[config.mk]
export PLATFORM = sky130hd
export DESIGN_NAME = alu_share_ctrl
export DESIGN_NICKNAME = d
export VERILOG_FILES = /design/src/rtl/alu_share_ctrl.sv
export SDC_FILE = /design/constraint.sdc
export NUM_CORES = 1
export LEC_CHECK = 0
export CORE_MARGIN = 3
export CORE_UTILIZATION = 42
export CTS_CLUSTER_SIZE = 12
export DETAILED_ROUTE_END_ITERATION = 10
export GPL_TIMING_DRIVEN = 0
export PLACE_DENSITY = 0.86
export SYNTH_ARGS = -nofsm -noshare
export SYNTH_HDL_FRONTEND = slang
export SYNTH_SLANG_ARGS = --single-unit
[constraint.sdc]
create_clock -name clk -period 4.9 [get_ports clk]
set_clock_uncertainty 0.15 [all_clocks]
set_input_delay 0.98 -clock clk [delete_from_list [all_inputs] [get_ports clk]]
set_output_delay 0.98 -clock clk [all_outputs]
set_load 0.005 [all_outputs]
[src/rtl/alu_share_ctrl.sv]
`default_nettype none
// ============================================================================
// Module      : alu_share_ctrl
// Description : Two-requester sequencer/arbiter in front of one shared
//               combinational ALU. Round-robin grant, registered ALU drive,
//               captured result/flags returned over a valid/ready response,
//               and one private carry bit per requester fed to ALU Cin.
// Revision    : 1.0 - initial release
// ============================================================================
module alu_share_ctrl #(
  parameter int WIDTH = 16
) (
  input  logic             clk,
  input  logic             reset,

  input  logic [1:0]       req_valid,
  output logic [1:0]       req_ready,
  input  logic [3:0]       req_op0,
  input  logic [3:0]       req_op1,
  input  logic [3:0]       req_exop0,
  input  logic [3:0]       req_exop1,
  input  logic [WIDTH-1:0] req_a0,
  input  logic [WIDTH-1:0] req_a1,
  input  logic [WIDTH-1:0] req_b0,
  input  logic [WIDTH-1:0] req_b1,

  output logic [3:0]       alu_op,
  output logic [3:0]       alu_exop,
  output logic [WIDTH-1:0] alu_rdest,
  output logic [WIDTH-1:0] alu_rsrc,
  output logic             alu_cin,
  input  logic [WIDTH-1:0] alu_out,
  input  logic [4:0]       alu_flags,

  output logic             resp_valid,
  input  logic             resp_ready,
  output logic             resp_id,
  output logic [WIDTH-1:0] resp_data,
  output logic [4:0]       resp_flags
);

  // Sequencer states: IDLE arbitrates, EXEC lets the ALU settle for one
  // cycle, RESP holds the captured result until the consumer takes it.
  localparam logic [1:0] C_IDLE = 2'b00;
  localparam logic [1:0] C_EXEC = 2'b01;
  localparam logic [1:0] C_RESP = 2'b10;

  logic [1:0]       state_q,      state_d;
  logic             last_grant_q, last_grant_d;
  logic             owner_q,      owner_d;
  logic [1:0]       carry_q,      carry_d;
  logic [3:0]       op_q,         op_d;
  logic [3:0]       exop_q,       exop_d;
  logic [WIDTH-1:0] rdest_q,      rdest_d;
  logic [WIDTH-1:0] rsrc_q,       rsrc_d;
  logic             resp_id_q,    resp_id_d;
  logic [WIDTH-1:0] resp_data_q,  resp_data_d;
  logic [4:0]       resp_flags_q, resp_flags_d;

  logic             grant_any;
  logic             grant_idx;
  logic             xfer;
  logic             add_class;

  // Add-class operations are the only ones whose carry-out is remembered.
  function automatic logic is_add_class(input logic [3:0] op, input logic [3:0] exop);
    logic hit;
    hit = 1'b0;
    case (op)
      4'b0000: hit = (exop == 4'b0101) || (exop == 4'b0110) ||
                     (exop == 4'b0111) || (exop == 4'b1010);
      4'b0101, 4'b0110, 4'b0111, 4'b1101: hit = 1'b1;
      default: hit = 1'b0;
    endcase
    return hit;
  endfunction

  // Round-robin pick: a lone requester wins, on contention the one that was
  // not served last wins.
  always_comb begin
    grant_any = |req_valid;
    grant_idx = 1'b0;
    case (req_valid)
      2'b01:   grant_idx = 1'b0;
      2'b10:   grant_idx = 1'b1;
      2'b11:   grant_idx = ~last_grant_q;
      default: grant_idx = 1'b0;
    endcase
  end

  // Accept only in IDLE, only the granted requester, never during reset.
  always_comb begin
    req_ready = 2'b00;
    if ((state_q == C_IDLE) && !reset && grant_any) begin
      req_ready[grant_idx] = 1'b1;
    end
  end

  assign xfer      = |(req_valid & req_ready);
  assign add_class = is_add_class(op_q, exop_q);

  // Next-state and datapath capture for the sequencer.
  always_comb begin
    state_d      = state_q;
    last_grant_d = last_grant_q;
    owner_d      = owner_q;
    carry_d      = carry_q;
    op_d         = op_q;
    exop_d       = exop_q;
    rdest_d      = rdest_q;
    rsrc_d       = rsrc_q;
    resp_id_d    = resp_id_q;
    resp_data_d  = resp_data_q;
    resp_flags_d = resp_flags_q;

    case (state_q)
      C_IDLE: begin
        if (xfer) begin
          state_d      = C_EXEC;
          last_grant_d = grant_idx;
          owner_d      = grant_idx;
          op_d         = grant_idx ? req_op1   : req_op0;
          exop_d       = grant_idx ? req_exop1 : req_exop0;
          rdest_d      = grant_idx ? req_a1    : req_a0;
          rsrc_d       = grant_idx ? req_b1    : req_b0;
        end
      end
      C_EXEC: begin
        // ALU inputs have been stable for a full cycle; take its answer.
        resp_id_d    = owner_q;
        resp_data_d  = alu_out;
        resp_flags_d = alu_flags;
        if (add_class) begin
          carry_d[owner_q] = alu_flags[0];
        end
        state_d = C_RESP;
      end
      C_RESP: begin
        // Returning to IDLE first means no accept in the handshake cycle.
        if (resp_ready) begin
          state_d = C_IDLE;
        end
      end
      default: state_d = C_IDLE;
    endcase
  end

  // State registers; reset aborts any transaction and clears both carries.
  always_ff @(posedge clk or posedge reset) begin
    if (reset) begin
      state_q      <= C_IDLE;
      last_grant_q <= 1'b1;
      owner_q      <= 1'b0;
      carry_q      <= 2'b00;
      op_q         <= 4'd0;
      exop_q       <= 4'd0;
      rdest_q      <= '0;
      rsrc_q       <= '0;
      resp_id_q    <= 1'b0;
      resp_data_q  <= '0;
      resp_flags_q <= 5'd0;
    end else begin
      state_q      <= state_d;
      last_grant_q <= last_grant_d;
      owner_q      <= owner_d;
      carry_q      <= carry_d;
      op_q         <= op_d;
      exop_q       <= exop_d;
      rdest_q      <= rdest_d;
      rsrc_q       <= rsrc_d;
      resp_id_q    <= resp_id_d;
      resp_data_q  <= resp_data_d;
      resp_flags_q <= resp_flags_d;
    end
  end

  assign alu_op     = op_q;
  assign alu_exop   = exop_q;
  assign alu_rdest  = rdest_q;
  assign alu_rsrc   = rsrc_q;
  assign alu_cin    = carry_q[owner_q];

  assign resp_valid = (state_q == C_RESP);
  assign resp_id    = resp_id_q;
  assign resp_data  = resp_data_q;
  assign resp_flags = resp_flags_q;

endmodule
`default_nettype wire

# After elaboration in Yosys (flattened, before gate mapping)

Index checks and enable logic that the tools add are counted.

Order comparisons: 4
Eq/ne operators: 14
Mux-type cells: 17
Bitwise logic cells: 2
Reductions and logical operators: 16

Operators with widths:

| kind                                                                         | count |
|---|---|
| 16-bit two-way mux                                                           | 2 |
| 4-bit by 3-bit equality test with 1-bit output, second input constant        | 6 |
| 4-bit equality test, second input constant                                   | 2 |
| 4-bit two-way mux                                                            | 2 |
| 2-bit equality test, second input constant                                   | 3 |
| 2-bit two-way mux                                                            | 3 |
| 2-bit one-hot mux with 3 select lines                                        | 1 |
| 2-bit AND reduction                                                          | 3 |
| 1-bit logical AND                                                            | 4 |
| 4-bit zero test                                                              | 1 |
| 1-bit by 2-bit less-than comparator with 1-bit output, second input constant | 2 |
| 1-bit two-way mux                                                            | 4 |
| 1-bit one-hot mux with 2 select lines                                        | 2 |
| 2-bit OR reduction                                                           | 2 |
| 4-bit OR reduction                                                           | 1 |
| 1-bit logical OR                                                             | 3 |
| 2-bit bitwise AND                                                            | 1 |
| 2-bit bitwise mux                                                            | 1 |
| 1-bit demux with 1-bit select                                                | 2 |
| 2-bit by 1-bit equality test with 1-bit output, second input constant        | 1 |
| 1-bit greater-or-equal comparator, second input constant                     | 2 |
| 2-bit zero test                                                              | 1 |
| 2-bit by 1-bit inequality test with 1-bit output, second input constant      | 1 |
| 2-bit inequality test, second input constant                                 | 1 |
| 2 further kinds                                                              | 2 |

Register bits: 68
Output and inout bits: 66
Word-level logic and storage cells: 64

# Logic depth before layout (Yosys ltp)

Gate-level depths: netlist (run 1).

Depth in word-level cells: 11
Depth in mapped cells: 5

# Least setup slack after synthesis (run 1)

OpenSTA, ideal clock, no wires.

Path type: input port to output port
From: input port reset
To: output port req_ready[0]
Data arrival time: 1.824 ns
Slack: 1.946 ns
Stages on the path: 3
Cell sequence: nor4_4 > buf_6 > nor2b_1

Word-level cells in the longest chain between the ends: 4

RTL lines:

| element                        | line | text |
|---|---|---|
| from (decl)                    | 14   | `input logic reset,` |
| 1-bit zero test (no line)      | -    |  |
| 1-bit logical AND (2 in a row) | 94   | `if ((state_q == C_IDLE) && !reset && grant_any) begin` |
| 2-bit two-way mux              | 94   |  |
| to (decl)                      | 17   | `output logic [1:0] req_ready,` |

No other way between the ends.

# Worst setup path in the final report (run 1)

Same ends and word-level chain as after synthesis.

==> impl_metrics.ini, run 1 <==
[run_status]
status = finished clean

[timing]
fin_crit_ns = 4.09
tightestPinTransition_ns = 0.823
rsz0062_at_grt = false
hold_viol = 0
period_share_pct = 83.5
fin_setup_tns_ns = 0
relSlewSlack_pct = 45.1
setup_viol = 0
setup_ws_ns = 0.807
drv_slew = 0
fmax_mhz = 244

[clock_tree]
cts_max_path_buffers = 2
clkTransAtPathRegs_ns = 0.07
root_buffer = clkbuf_8
cts_tree = built
post_cts_resized = 0
numCtsBuffers = 9
clock_latency_ns = 0.33
cts_hold_buf = 0
cts_max_level = 3
cts_setup_buffers = 0
cts_num_sinks = 68

[grt]
grt_max_degree = 69
grt_pass1_vias = 2626
grt_pass1_wl_um = 12300
antenna_found_initial = 0
grt_overflow = 0
grt.total_usage_pct = 18.2

[place]
place_area_um2 = 5030
portBuffers = 171
hpwlAfterDp_um = 6150
dp_slack_ns = 0.767
gp_congestion = 0.721

[pwr]
ir_worst_vdd_mv = 0.355
clockPowerShare_pct = 19.1
p_seq_share_pct = 37.5
net-switching-power_uw = 716
p_leak_uw = 0.00211
internal_power_uw = 1950
p_per_area_nw_per_um2 = 508
p_sw_share_pct = 26.8
p_comb_share_pct = 43.4

[layout]
layout_commonest_cell = clkdlybuf4s50_1
final_area_um2 = 5260
areaGrowthSynthToFinish_pct = 64.7
final_cell_mix = 171 x clkdlybuf4s50_1, 99 x mux2_2, 67 x dfrtp_1, 10 x clkbuf_8
drive_gt1_share_pct = 32.5
n_antenna_cell = 0
layout.nets = 504

[floorplan]
initial_core_util_pct = 43.6
chipHeight_um = 93.2
dieArea_um2 = 8680
rows = 31
io_pins = 172
core_um2 = 7330
fp.dieW_um = 93.2

[setup_path]
crit_top_cell = clkdlybuf4s50_1
crit_type = primary input to primary output
crit_path_start_kind = primary input
critPathTopFamily = buffers and inverters
slowest_stage = nor4_4
critPathMaxStageDelay_ns = 0.61
crit_required_ns = 3.77
crit_arrival_ns = 2.96
cp-end-kind = primary output
critPathBufInv = 3
cp_max_fo = 10
crit_path_cell_trace = clkdlybuf4s50_1 > nor4_4 > buf_6 > nor2b_1 > clkdlybuf4s50_1

[synthesis]
synth_nets = 322
seq_area_frac_synth_pct = 53.3
ys_types = 29
syn_area_um2 = 3190
yosys_register_bits = 68
synth.avg_cell_area_um2 = 14.8
synth_cells = 216
ys_warn_count = 0

[routing]
wirelength_um = 7910
drt-vias-per-instance = 4.89
firstDrtPassIters = 4
final_antenna_net_count = 0
wire_per_inst_um = 15.8
num_vias = 2457
drtIter0Drc = 47
drc = 0

[job]
drv_cap = 0

[min_path]
hold_class = register to register
## metrics by stage
| step | hold WS, ns | instances | power [uW] | util, % |
|---|---|---|---|---|
| after global routing | 0.367 | 502 | 2830 | 71.7 |
| final | 0.331 | 502 | 2670 | 71.7 |
| after CTS | 0.335 | 502 | 2710 | 71.7 |
| after detailed placement | 0.317 | 486 | 2190 | 68.6 |
| after global placement | 0.315 | 486 | 2150 | 68.6 |
| after floorplan | 0.321 | 216 | 1450 | - |
## sequential cells by signal, indices dropped and copies added (netlist names)
| signal | count |
|---|---|
| owner_q | 1 |
| state_q | 2 |
| last_grant_q | 1 |
| alu_rsrc | 16 |
| resp_flags | 5 |
| alu_op | 4 |
| alu_exop | 4 |
| resp_id | 1 |
| alu_rdest | 16 |
| resp_data | 16 |
| carry_q | 2 |
## power groups by stage
stage | combinational, uW | clock (uW) | sequential (uW)
finish | 1160 | 510 | 1000
detailed placement | 1170 | 0 | 1020
global placement | 1150 | 0 | 996
CTS | 1180 | 524 | 1010
global route | 1240 | 546 | 1040
floorplan | 440 | 0 | 1010
## kinds of logic after synthesis
group           share of synthesized area, %
mux                                     36.7
buf+inv                                 2.66
flops                                   53.3
compound gates                          3.25
simple gates                            4.08
## synth_stat cells
library cell	n	area, um2
or2_2	2	12.5
clkbuf_1	2	7.51
dfrtp_1	67	1680
mux2_1	5	56.3
nand2_1	2	7.51
nand2b_1	2	12.5
o211a_1	1	10.0
o2111ai_1	2	17.5
o211ai_1	2	15.0
nor2_1	2	7.51
nor3b_1	1	7.51
dfstp_2	1	26.3
nor4bb_1	1	10.0
nand3b_1	1	7.51
buf_2	5	25.0
mux2_2	99	1110
nor4_1	1	6.26
and4b_1	1	10.0
nor4_4	1	21.3
a32oi_1	2	17.5
a21boi_2	1	11.3
or3b_2	1	8.76
buf_6	4	45.0
a21boi_0	1	7.51
and2_1	1	6.26
a21bo_2	1	10.0
nor2b_1	2	12.5
o21ai_0	3	15.0
inv_1	2	7.51
## layer usage
metal	part of all wire [%]	vias to the layer above	global-route usage, %
li1	-	1155	-
met1	40	1181	20.4
met2	49	109	31.9
met3	8.9	12	5.71
met4	1.8	0	7.33
met5	0	-	0
## worst min-delay path, delay by kind of cell, from the launching register on
kind / cells / cell delay, ns
flip-flops: 1 / 0.34
AND/OR/NAND/NOR: 2 / 0.11
## area by class of cell
class | count | area (um2)
timing repair buffer | 171 | 1710
clock inverter | 5 | 85.1
tap | 99 | 124
multi-input combinational | 135 | 1410
fill | 522 | 2070
clock buffer | 11 | 141
inverter | 2 | 10.0
buffer | 11 | 77.6
sequential | 68 | 1700
## worst paths after layout
kind | cells past startpoint | startpoint | slack (ns) | endpoint
min in group asynchronous | 2 | reset | 1.10 | alu_rsrc[1]$_DFFE_PP0P_
worst max register to register | 4 | last_grant_q$_DFFE_PP1P_ | 2.85 | alu_rsrc[13]$_DFFE_PP0P_
worst min register to register | 2 | resp_id$_DFFE_PP0N_ | 0.33 | resp_id$_DFFE_PP0N_
worst max-delay path | 5 | reset | 0.81 | req_ready[0]
worst min-delay path | 2 | resp_id$_DFFE_PP0N_ | 0.33 | resp_id$_DFFE_PP0N_
max in group asynchronous | 2 | reset | 2.95 | alu_exop[1]$_DFFE_PP0P_
Note: power is estimated with default switching activity, not from simulation.
==> inputs of run 2 (changes only) <==
- CORE_UTILIZATION: 42 -> 39
- PLACE_DENSITY: 0.86 -> 0.81
- clock period: 4.9 -> 4.1 ns (I/O delays scaled with it)
==> run 2 against run 1 <==
Compared with the run above: power grew 19%; critical path depth is the same; flip-flop and latch count is the same; combinational power grew 20%; non-clock buffer count is the same; clock power grew 17%; sequential share of layout area is essentially flat; cell area shrank 0.12%; largest cell class unchanged; via count is essentially flat.
==> impl_metrics.ini, run 2 (synthesized netlist as in run 1, its figures left out) <==
[clock_tree]
cts_max_level = 3
post_cts_resized = 0
cts_setup_buffers = 0
root_buffer = clkbuf_8
cts_hold_buf = 0
clock_latency_ns = 0.33
cts_tree = built
cts_num_sinks = 68
clkTransAtPathRegs_ns = 0.07
cts_max_path_buffers = 2
numCtsBuffers = 9

[timing]
tightestPinTransition_ns = 0.846
fin_setup_tns_ns = 0
fmax_mhz = 264
period_share_pct = 92.3
drv_slew = 0
timing.hold.ws_ns = 0.324
setup_viol = 0
rsz0062_at_grt = false
setup_ws_ns = 0.314
hold_viol = 0
relSlewSlack_pct = 43.6
fin_crit_ns = 3.79

[floorplan]
fp.dieW_um = 96.5
chipHeight_um = 96.5
core_um2 = 7850
io_pins = 172
rows = 32
dieArea_um2 = 9310
initial_core_util_pct = 40.7

[job]
drv_cap = 0

[setup_path]
critPathMaxStageDelay_ns = 0.61
crit_path_cell_trace = clkdlybuf4s50_1 > nor4_4 > buf_6 > nor2b_1 > clkdlybuf4s50_1
critPathBufInv = 3
crit_required_ns = 3.13
cp_max_fo = 10
cp-end-kind = primary output
critPathTopFamily = buffers and inverters
crit_arrival_ns = 2.82
crit_top_cell = clkdlybuf4s50_1
crit_path_start_kind = primary input
crit_type = primary input to primary output
slowest_stage = nor4_4

[layout]
drive_gt1_share_pct = 32.5
areaGrowthSynthToFinish_pct = 64.5
final_cell_mix = 171 x clkdlybuf4s50_1, 99 x mux2_2, 67 x dfrtp_1, 10 x clkbuf_8
layout_commonest_cell = clkdlybuf4s50_1
n_antenna_cell = 0
final_cells = 505
fin_util_pct = 66.9
layout.nets = 504

[place]
portBuffers = 171
gp_congestion = 0.736
dp_cells = 489
dp_slack_ns = 0.296
hpwlAfterDp_um = 6320

[grt]
grt_pass1_wl_um = 12300
grt_overflow = 0
grt_use_met1_pct = 20.9
antenna_found_initial = 0
grt.busiest_layer = met2
grt_max_degree = 69
grtUsageMet2_pct = 29.7
grt.total_usage_pct = 17.2
use_met3_pct = 4.96
grt_pass1_vias = 2458

[routing]
final_antenna_net_count = 0
firstDrtPassIters = 4
drt-vias-per-instance = 4.86
wire_per_inst_um = 16.5
drc = 0
num_vias = 2455
drtIter0Drc = 47
wirelength_um = 8330

[pwr]
p_sw_share_pct = 26.9
p_per_area_nw_per_um2 = 607
net-switching-power_uw = 858
p_seq_share_pct = 37.6
p_comb_share_pct = 43.7
internal_power_uw = 2330
clockPowerShare_pct = 18.8
ir_worst_vdd_mv = 0.289
p_leak_uw = 0.00211

[min_path]
hold_class = register to register

[run_status]
status = finished clean
-- run 2: cell types whose count changed in the layout (fill, tap and decap cells not counted) --
cell and change:
clkinv_4 -2, clkinvlp_4 -1, clkinv_2 +3
-- run 2: cell type report --
| type | count | area (um2) |
|---|---|---|
| fill | 640 | 2600 |
| inverter | 2 | 10.0 |
| multi-input combinational | 135 | 1410 |
| clock buffer | 11 | 141 |
| clock inverter | 5 | 75.1 |
| tap | 102 | 128 |
| sequential | 68 | 1700 |
| buffer | 11 | 77.6 |
| timing repair buffer | 171 | 1710 |
-- run 2: worst register-to-register path, delay by kind of cell (launching register included) --
| family | cells | cell delay (ns) |
|---|---|---|
| muxes | 2 | 0.67 |
| AOI/OAI and AO/OA | 1 | 0.35 |
| DFF | 1 | 0.38 |
| buffers and inverters | 1 | 0.42 |
-- run 2: metrics by stage --
stage | total power, uW | cell area, um2
global route | 3380 | 5250
global placement | 2570 | 5030
finish | 3190 | 5250
CTS | 3230 | 5250
floorplan | 1740 | 3190
detailed placement | 2620 | 5030
-- run 2: final timing paths --
| check | from | to | slack [ns] | cells after the start |
|---|---|---|---|---|
| setup / recovery | reset | req_ready[0] | 0.31 | 5 |
| hold / removal | resp_id$_DFFE_PP0N_ | resp_id$_DFFE_PP0N_ | 0.32 | 2 |
| setup reg to reg | last_grant_q$_DFFE_PP1P_ | alu_rsrc[10]$_DFFE_PP0P_ | 2.02 | 4 |
| hold reg to reg | resp_id$_DFFE_PP0N_ | resp_id$_DFFE_PP0N_ | 0.32 | 2 |
| max in group asynchronous | reset | alu_rsrc[8]$_DFFE_PP0P_ | 2.30 | 2 |
| min in group asynchronous | reset | owner_q$_DFFE_PP0P_ | 0.96 | 2 |
-- run 2: power by group through the flow --
stage	Sequential (uW)	Clock, uW	Combinational [uW]
final	1200	598	1390
after global routing	1240	643	1500
after CTS	1200	615	1420
after detailed placement	1210	0	1410
after global placement	1190	0	1380
after floorplan	1210	0	526
-- run 2: routing by layer --
layer  vias to the layer above  part of all wire [%]
met5                         -                     0
met3                         5                   9.0
li1                       1153                     -
met2                       104                    50
met1                      1193                    41
met4                         0                  0.76
==> inputs of run 3 (changes only) <==
- MAX_ROUTING_LAYER: unset -> met4
==> run 3 against run 2 <==
Compared with the run above: power about the same; critical path depth stayed put; combinational power hardly changed; count of clock-buffer cells in the layout unchanged; cell area did not move; die area did not move; worst hold slack about the same; via count hardly changed; flip-flop and latch count unchanged.
==> impl_metrics.ini, run 3 (synthesized netlist as in run 1, its figures left out) <==
[timing]
hold_viol = 0
period_share_pct = 92.4
relSlewSlack_pct = 43.6
timing.hold.ws_ns = 0.324
fmax_mhz = 264
rsz0062_at_grt = false
drv_slew = 0
setup_viol = 0
fin_crit_ns = 3.79
tightestPinTransition_ns = 0.846
fin_setup_tns_ns = 0

[grt]
grt_max_degree = 69
grt_pass1_wl_um = 12200
grt_pass1_vias = 2462
grt.total_usage_pct = 17.8
grt_overflow = 0
antenna_found_initial = 0

[routing]
num_vias = 2453
wire_per_inst_um = 16.5
drt-vias-per-instance = 4.86
drc = 0
firstDrtPassIters = 4
drtIter0Drc = 53
wirelength_um = 8330
final_antenna_net_count = 0

[layout]
drive_gt1_share_pct = 32.5
layout_commonest_cell = clkdlybuf4s50_1
fin_util_pct = 66.9
final_cell_mix = 171 x clkdlybuf4s50_1, 99 x mux2_2, 67 x dfrtp_1, 10 x clkbuf_8
areaGrowthSynthToFinish_pct = 64.5
n_antenna_cell = 0
layout.nets = 504

[setup_path]
crit_arrival_ns = 2.82
cp_max_fo = 10
crit_required_ns = 3.13
cp-end-kind = primary output
reg2reg_slack_ns = 2.02
crit_type = primary input to primary output
r2r-end = alu_rsrc[10]$_DFFE_PP0P_
crit_path_start_kind = primary input
slowest_stage = nor4_4
r2r-start = last_grant_q$_DFFE_PP1P_
crit_path_cell_trace = clkdlybuf4s50_1 > nor4_4 > buf_6 > nor2b_1 > clkdlybuf4s50_1
r2r_cells = 4
critPathMaxStageDelay_ns = 0.61
crit_top_cell = clkdlybuf4s50_1

[clock_tree]
post_cts_resized = 0
clock_latency_ns = 0.33
cts_max_path_buffers = 2
cts_num_sinks = 68
numCtsBuffers = 9
clkTransAtPathRegs_ns = 0.07
cts_tree = built
root_buffer = clkbuf_8
cts_hold_buf = 0
cts_max_level = 3
cts_setup_buffers = 0

[run_status]
status = finished clean

[min_path]
min_from = resp_id$_DFFE_PP0N_
holdPathStages = 2
holdPathEnd = resp_id$_DFFE_PP0N_
hold_class = register to register

[floorplan]
io_pins = 172
dieArea_um2 = 9310
fp.dieW_um = 96.5
core_um2 = 7850
chipHeight_um = 96.5
rows = 32
initial_core_util_pct = 40.7

[pwr]
internal_power_uw = 2330
ir_worst_vdd_mv = 0.289
total_power_uw = 3190
p_per_area_nw_per_um2 = 607
p_seq_share_pct = 37.5
clockPowerShare_pct = 18.8
net-switching-power_uw = 860
p_leak_uw = 0.00211
p_sw_share_pct = 27.0
p_comb_share_pct = 43.7

[place]
hpwlAfterDp_um = 6320
gp_congestion = 0.745
portBuffers = 171

[job]
drv_cap = 0
-- run 3: cell counts in the layout (fill, tap and decap cells not counted) --
No cell type changed its count.
-- run 3: through the flow --
step / std cells / area, um2 / setup slack [ns]
global placement: 489 / 5030 / 0.128
global route: 505 / 5250 / 0.201
finish: 505 / 5250 / 0.313
CTS: 505 / 5250 / 0.297
floorplan: 216 / 3190 / 1.42
detailed placement: 489 / 5030 / 0.296
-- run 3: worst max-delay path: cells and delay by family --
family                 cells  cell delay (ns)
buffers and inverters      3             1.24
AND/OR/NAND/NOR            2             0.75
-- run 3: how the worst max path moves through the flow --
| stage | start | end | slack, ns | depth (start not counted) |
|---|---|---|---|---|
| floorplan | reset | alu_exop[0]$_DFFE_PP0P_ | 1.42 | 1 |
| global placement | reset | resp_data[11]$_DFFE_PP0N_ | 0.13 | 2 |
| detailed placement | reset | req_ready[0] | 0.30 | 5 |
| CTS | reset | req_ready[0] | 0.30 | 5 |
| global route | req_valid[1] | req_ready[1] | 0.20 | 5 |
| finish | reset | req_ready[0] | 0.31 | 5 |
-- run 3: area by class of cell --
cell class / count / area (um2)
fillers: 640 / 2600
plain buffers: 11 / 77.6
clock inverters: 5 / 75.1
well taps: 102 / 128
multi-input cells: 135 / 1410
repair buffers: 171 / 1710
clock buffers: 11 / 141
flip-flops and latches: 68 / 1700
inverters: 2 / 10.0
-- run 3: layer usage --
layer	track usage [%]	routed length [um]
met1	21.7	3470
met2	29.5	4130
met3	3.95	668
met4	5.26	60
met5	-	0
-- run 3: power by group through the flow --
stage	clock network (uW)	logic [uW]	registers [uW]
after floorplan	0	526	1210
after global placement	0	1380	1190
after detailed placement	0	1410	1210
after CTS	615	1420	1200
after global routing	644	1500	1240
final	599	1390	1200
